## config.mk

```make
export PLATFORM = sky130hd
export DESIGN_NAME = decoder_sequencer
export DESIGN_NICKNAME = d
export VERILOG_FILES = /design/src/rtl/decoder_seq_pkg.sv /design/src/rtl/stage_timer.sv /design/src/rtl/decoder_sequencer.sv
export SDC_FILE = /design/constraint.sdc
export NUM_CORES = 1
export LEC_CHECK = 0
export ABC_AREA = 0
export CAP_MARGIN = 20
export CORE_MARGIN = 1
export CORE_UTILIZATION = 42
export DETAILED_ROUTE_END_ITERATION = 7
export PLACE_DENSITY_LB_ADDON = 0.25
export SLEW_MARGIN = 20
export SYNTH_ARGS = -nofsm -noshare
export SYNTH_HDL_FRONTEND = slang
export SYNTH_SLANG_ARGS = --single-unit
```

## constraint.sdc

```tcl
create_clock -name CLOCK_50_I -period 2.9 [get_ports CLOCK_50_I]
set_input_delay 0.29 -clock CLOCK_50_I [delete_from_list [all_inputs] [get_ports CLOCK_50_I]]
set_output_delay 0.29 -clock CLOCK_50_I [all_outputs]
set_load 0.05 [all_outputs]
```

## src/rtl/decoder_seq_pkg.sv

```systemverilog
// decoder_seq_pkg: shared state/stage types and SRAM port widths for the decode sequencer
package decoder_seq_pkg;
    localparam int SRAM_AW = 18;
    localparam int SRAM_DW = 16;
    typedef enum logic [3:0] {
        IDLE, M3_START, M3_RUN, M2_START, M2_RUN, M1_START, M1_RUN, DONE, ERROR
    } seq_state_t;
    typedef enum logic [1:0] {NONE = 2'd0, M1 = 2'd1, M2 = 2'd2, M3 = 2'd3} stage_t;
endpackage

```

## src/rtl/stage_timer.sv

```systemverilog
// stage_timer: saturating RUN-cycle counter for the active stage plus timeout compare
module stage_timer #(
    parameter int CNT_W = 24,
    parameter logic [CNT_W-1:0] TIMEOUT = CNT_W'(24'hFF_FFFF)
) (
    input  logic             clk,
    input  logic             resetn,
    input  logic             clear,
    input  logic             run,
    output logic [CNT_W-1:0] count,
    output logic             expired
);
    always_ff @(posedge clk or negedge resetn)
        if (!resetn) count <= '0;
        else if (clear) count <= '0;
        else if (run && count != '1) count <= count + 1'b1;
    assign expired = run && TIMEOUT != '0 && count == TIMEOUT;
endmodule

```

## src/rtl/decoder_sequencer.sv

```systemverilog
// decoder_sequencer: runs M3 -> M2 -> M1 in order, owns the SRAM port, times and aborts stages
module decoder_sequencer
    import decoder_seq_pkg::*;
#(
    parameter int CNT_W = 24,
    parameter logic [CNT_W-1:0] TIMEOUT = CNT_W'(24'hFF_FFFF)
) (
    input  logic               CLOCK_50_I,
    input  logic               resetn,
    input  logic               decode_start,
    input  logic               M1_finish,
    input  logic               M2_finish,
    input  logic               M3_finish,
    output logic               M1_start,
    output logic               M2_start,
    output logic               M3_start,
    input  logic [SRAM_AW-1:0] M1_SRAM_address,
    input  logic [SRAM_DW-1:0] M1_SRAM_write_data,
    input  logic               M1_SRAM_we_n,
    input  logic [SRAM_AW-1:0] M2_SRAM_address,
    input  logic [SRAM_DW-1:0] M2_SRAM_write_data,
    input  logic               M2_SRAM_we_n,
    input  logic [SRAM_AW-1:0] M3_SRAM_address,
    input  logic [SRAM_DW-1:0] M3_SRAM_write_data,
    input  logic               M3_SRAM_we_n,
    input  logic [SRAM_AW-1:0] ext_SRAM_address,
    input  logic [SRAM_DW-1:0] ext_SRAM_write_data,
    input  logic               ext_SRAM_we_n,
    output logic [SRAM_AW-1:0] SRAM_address,
    output logic [SRAM_DW-1:0] SRAM_write_data,
    output logic               SRAM_we_n,
    output logic               busy,
    output logic               decode_done,
    output logic               error,
    output logic [1:0]         err_stage,
    output logic [CNT_W-1:0]   M3_cycles,
    output logic [CNT_W-1:0]   M2_cycles,
    output logic [CNT_W-1:0]   M1_cycles
);
    seq_state_t state, state_nxt;
    stage_t stage;
    logic run, finish, expired;
    logic [CNT_W-1:0] count, count_inc;

    always_ff @(posedge CLOCK_50_I or negedge resetn)
        if (!resetn) state <= IDLE;
        else state <= state_nxt;

    always_comb begin
        stage = state inside {M3_START, M3_RUN} ? M3 :
                state inside {M2_START, M2_RUN} ? M2 :
                state inside {M1_START, M1_RUN} ? M1 : NONE;
        run = state inside {M3_RUN, M2_RUN, M1_RUN};
        finish = run && (stage == M3 ? M3_finish : stage == M2 ? M2_finish : M1_finish);
        state_nxt = state;
        case (state)
            IDLE, ERROR: if (decode_start) state_nxt = M3_START;
            M3_START:    state_nxt = M3_RUN;
            M2_START:    state_nxt = M2_RUN;
            M1_START:    state_nxt = M1_RUN;
            M3_RUN:      state_nxt = finish ? M2_START : expired ? ERROR : M3_RUN;
            M2_RUN:      state_nxt = finish ? M1_START : expired ? ERROR : M2_RUN;
            M1_RUN:      state_nxt = finish ? DONE : expired ? ERROR : M1_RUN;
            default:     state_nxt = IDLE;
        endcase
    end

    stage_timer #(.CNT_W(CNT_W), .TIMEOUT(TIMEOUT)) u_timer (
        .clk    (CLOCK_50_I),
        .resetn (resetn),
        .clear  (stage != NONE && !run),
        .run    (run),
        .count  (count),
        .expired(expired)
    );

    // The finish cycle itself counts as a RUN cycle, so latch count+1 (saturated)
    assign count_inc = &count ? count : count + 1'b1;

    always_ff @(posedge CLOCK_50_I or negedge resetn)
        if (!resetn) begin
            M3_cycles <= '0;
            M2_cycles <= '0;
            M1_cycles <= '0;
            error     <= 1'b0;
            err_stage <= 2'd0;
        end else begin
            if (finish && stage == M3) M3_cycles <= count_inc;
            if (finish && stage == M2) M2_cycles <= count_inc;
            if (finish && stage == M1) M1_cycles <= count_inc;
            if (expired && !finish) begin
                error     <= 1'b1;
                err_stage <= stage;
            end else if (state == ERROR && decode_start) begin
                error     <= 1'b0;
                err_stage <= 2'd0;
            end
        end

    assign M3_start    = state == M3_START;
    assign M2_start    = state == M2_START;
    assign M1_start    = state == M1_START;
    assign busy        = !(state inside {IDLE, DONE, ERROR});
    assign decode_done = state == DONE;

    assign SRAM_address    = stage == M3 ? M3_SRAM_address : stage == M2 ? M2_SRAM_address :
                             stage == M1 ? M1_SRAM_address : state == ERROR ? '0 : ext_SRAM_address;
    assign SRAM_write_data = stage == M3 ? M3_SRAM_write_data : stage == M2 ? M2_SRAM_write_data :
                             stage == M1 ? M1_SRAM_write_data : state == ERROR ? '0 : ext_SRAM_write_data;
    assign SRAM_we_n       = stage == M3 ? M3_SRAM_we_n : stage == M2 ? M2_SRAM_we_n :
                             stage == M1 ? M1_SRAM_we_n : state == ERROR ? 1'b1 : ext_SRAM_we_n;
endmodule

```

==> run_results.csv <==
group,metric,value,unit
outcome,outcome,"complete, but fails checks",
outcome,failed_checks,"negative hold slack",
drt,detail_route.drc_violations,0,
drt,detailed_routing_wirelength_on_met1,7720,um
pwr,max-vdd-ir-drop,1.03,mV
cts,tritoncts_clock_tree,"yes",
global_routing,number_of_global_route_vias_before_repair,6304,
drt,wl_per_cell,19.4,um
timing,max-slew-margin-rel,49.1,%
finish,share_of_post_route_cells_with_drive_strength_above_1,10.5,%
drt,detailroute.wirelength.met3,1540,um
placement,post-dp-hpwl,16300,um
global_routing,track_usage,30.6,%
global_routing,grt_first_pass_wirelength,33300,um
pwr,combinationalPowerShare,73.1,%
timing,hold_ws,-0.00769,ns
synthesis,synth_top_cells_by_count,"nand2_1, dfrtp_1, o21ai_1",
synthesis,syn-instance-count,662,
pwr,power_density,1260,nW/um^2
synthesis,synthDominantAreaCellType,"dfrtp_1",
worst_setup_path,timing.critical_path.to_type,"primary output",
global_routing,grt_max_degree,54,
cts,ctsResizeCount,0,
cts,cts_hold_buffers,0,
drt,met2RoutedLength,10800,um
synthesis,yosys_warnings,0,
synthesis,ys_async_sr_fraction,100,%
placement,placement.io_buffers,260,
die,initial_utilization,43.7,%
timing,totalNegativeSetupSlack,0,ns
cts,postCtsSetupRepairBufs,0,
worst_setup_path,timing.critical_path.fanout_max,35,
timing,worst_slew_pin_slew,0.757,ns
finish,finish.utilization,71.1,%
cts,clock_sinks,103,
drt,dr.max_layer_used,"met4",
timing,rsz0062_at_grt,"no",
synthesis,syn_nets,809,
drt,dr.pass1.iters,5,
timing,layout_worst_path_cycle_share,95.5,%
synthesis,yosysTopAreaCellShare,46.0,%
drt,drtIter0Drc,473,
cts,deepest_clock_path_buffer_count,2,
cts,h-tree-depth,3,
flow_run,maxCapViolCount,0,
cts,numCtsBuffers,9,
finish,final_design_area_no_fill,9120,um^2
worst_setup_path,worstSetupPathType,"reg2out",
die,dieWidth,118,um
timing,clock_skew,0.00918,ns
pwr,cell_internal_power,5750,uW
timing,maxSlewViolCount,0,
worst_hold_path,hp-class,"in2async",
finish,fillcell_total,924,
cts,cts.root.buffer_cell,"clkbuf_16",
cts,clkSlewWorstSetupHoldPaths,0.07,ns
synthesis,synth.area.top_cells,"dfrtp_1, nand2_1, o21ai_1",
worst_setup_path,cp.required,2.61,ns
pwr,leakagePower,0.00374,uW
worst_setup_path,critical_path_arrival,2.48,ns
synthesis,postSynthRegisterBits,103,
die,rows,41,
pwr,sequentialPowerShare,16.0,%
synthesis,syn-mean-instance-area,8.47,um^2
synthesis,synth_sequential_area_ratio,46.0,%
die,io-pin-count,261,
global_routing,grt_antenna_before_repair,1,
drt,detail-route-antenna-nets,0,
die,placeableCoreArea,12800,um^2
pwr,clockPowerShare,10.9,%
timing,final_setup_violations,0,
pwr,power.switching,5780,uW
cts,clk-insertion-delay-late,0.34,ns
die,fp.dieArea,13800,um^2
drt,totalWireLength,21000,um
drt,route.vias.total,6274,
synthesis,post_synth_num_cell_types,51,
finish,area_occupied_by_multi_input_gates,2820,um^2
synthesis,synth_area,5610,um^2
finish,nets,1055,
synthesis,synth-edff-count,0,
synthesis,most_common_cell_in_the_netlist,"nand2_1",
timing,finalCriticalPeriod,2.77,ns
finish,sequential_cell_area,2580,um^2
placement,gpl.final_weighted_congestion,0.951,
pwr,switching_share,50.1,%
synthesis,ys.flop_type,"dfrtp_1",
global_routing,grt.overflow.total,0,
drt,vias_per_cell,5.78,
placement,dpl_cell_area,8810,um^2
die,floorplan.die.height,118,um
finish,areaGrowthSynthToFinish,62.7,%
worst_setup_path,worst_setup_path_start_kind,"register",
timing,hold_fails_final_rpt,9,
timing,fmaxAchievable,361,MHz
## cell usage in the layout, fill, tap and decap left out, types with 2 or more instances in the layout
master	Yosys	layout
nand2b_1	5	5
buf_4	0	24
nor3_1	11	10
a31oi_1	10	10
or4_1	3	3
a21oi_1	36	35
nand4b_1	2	2
mux2i_1	6	6
a221oi_1	34	34
buf_12	0	38
nor4_1	5	5
mux2_2	9	9
clkbuf_16	0	9
and2_1	4	4
clkbuf_1	41	3
and4_1	5	5
a22o_1	4	4
inv_1	4	4
and3_1	9	9
bufinv_16	0	2
o31ai_1	2	2
o21ai_0	66	66
clkdlybuf4s50_1	0	224
or3_1	2	2
o21ai_1	69	69
xnor2_1	12	12
nand2_1	114	114
dfrtp_1	103	102
nor2b_1	5	4
or2_2	2	2
nand4_1	8	8
nand3_1	6	6
xor2_1	4	4
nor2_1	47	46
a21o_1	4	4
## final cells by class
class / count / area share (%)
Inverter: 4 / 0.165
Clock buffer: 12 / 2.59
Multi-Input combinational cell: 504 / 30.9
Clock inverter: 3 / 0.754
Timing Repair Buffer: 286 / 34.9
Tap cell: 172 / 2.36
Antenna cell: 1 / 0.0274
Sequential cell: 103 / 28.3
## logic make-up (layout without fill, tap and decap cells)
logic type	count (synthesis)	count (layout)	share of synthesized area, %
buf+inv	55	305	3.91
simple gates	235	235	19.4
flops	103	103	46.0
mux	16	16	3.08
fa+ha+maj	1	1	0.223
other cells	0	1	0
xor+xnor	16	16	2.50
compound gates	236	236	24.9
## worst paths after layout
kind,startpoint,end,slack (ns),cells after the start
max reg2reg,u_timer.count[0],err_stage[0],0.43,5
min in group CLOCK_50_I,M2_cycles[20],M2_cycles[20],0.48,2
min,resetn,M3_cycles[7],-0.008,1
min reg2reg,M2_cycles[20],M2_cycles[20],0.48,2
max in group asynchronous,resetn,u_timer.count[15],2.21,2
max,state[3],SRAM_write_data[0],0.13,6
## state kept, by name, indices dropped and copies added (netlist names)
signal and flops:
M1_cycles 24, M2_cycles 24, M3_cycles 24, u_timer.count 24, state 4, err_stage 2, error 1
## metal layers
layer  up-vias  track usage [%]
met5         -                0
met4         0             14.7
met3        60             6.30
met2       356             54.1
met1      2970             35.4
li1       2888                -
## metrics by stage
step	total power (uW)	worst slack, ns	cells
final	11500	0.132	1085
after CTS	11500	0.0900	1084
after detailed placement	10300	0.455	1069
after global routing	12000	0.00525	1085
after global placement	10200	0.533	1069
after floorplan	6400	0.133	662
## worst max-delay path: stages, from the launching register on
cell      delay, ns
dfrtp_1        0.59
nand2b_1       0.32
o22a_1         0.17
buf_4          0.35
a221oi_1       0.15
o21ai_1        0.35
buf_12         0.19
## power by group through the flow
stage               Clock, uW  Combinational (uW)  Sequential [uW]
floorplan                   0                3920             2480
global placement            0                8330             1860
detailed placement          0                8400             1880
CTS                      1260                8420             1850
global route             1340                8780             1890
finish                   1260                8430             1850
Note: power is estimated with default switching activity, not from simulation.
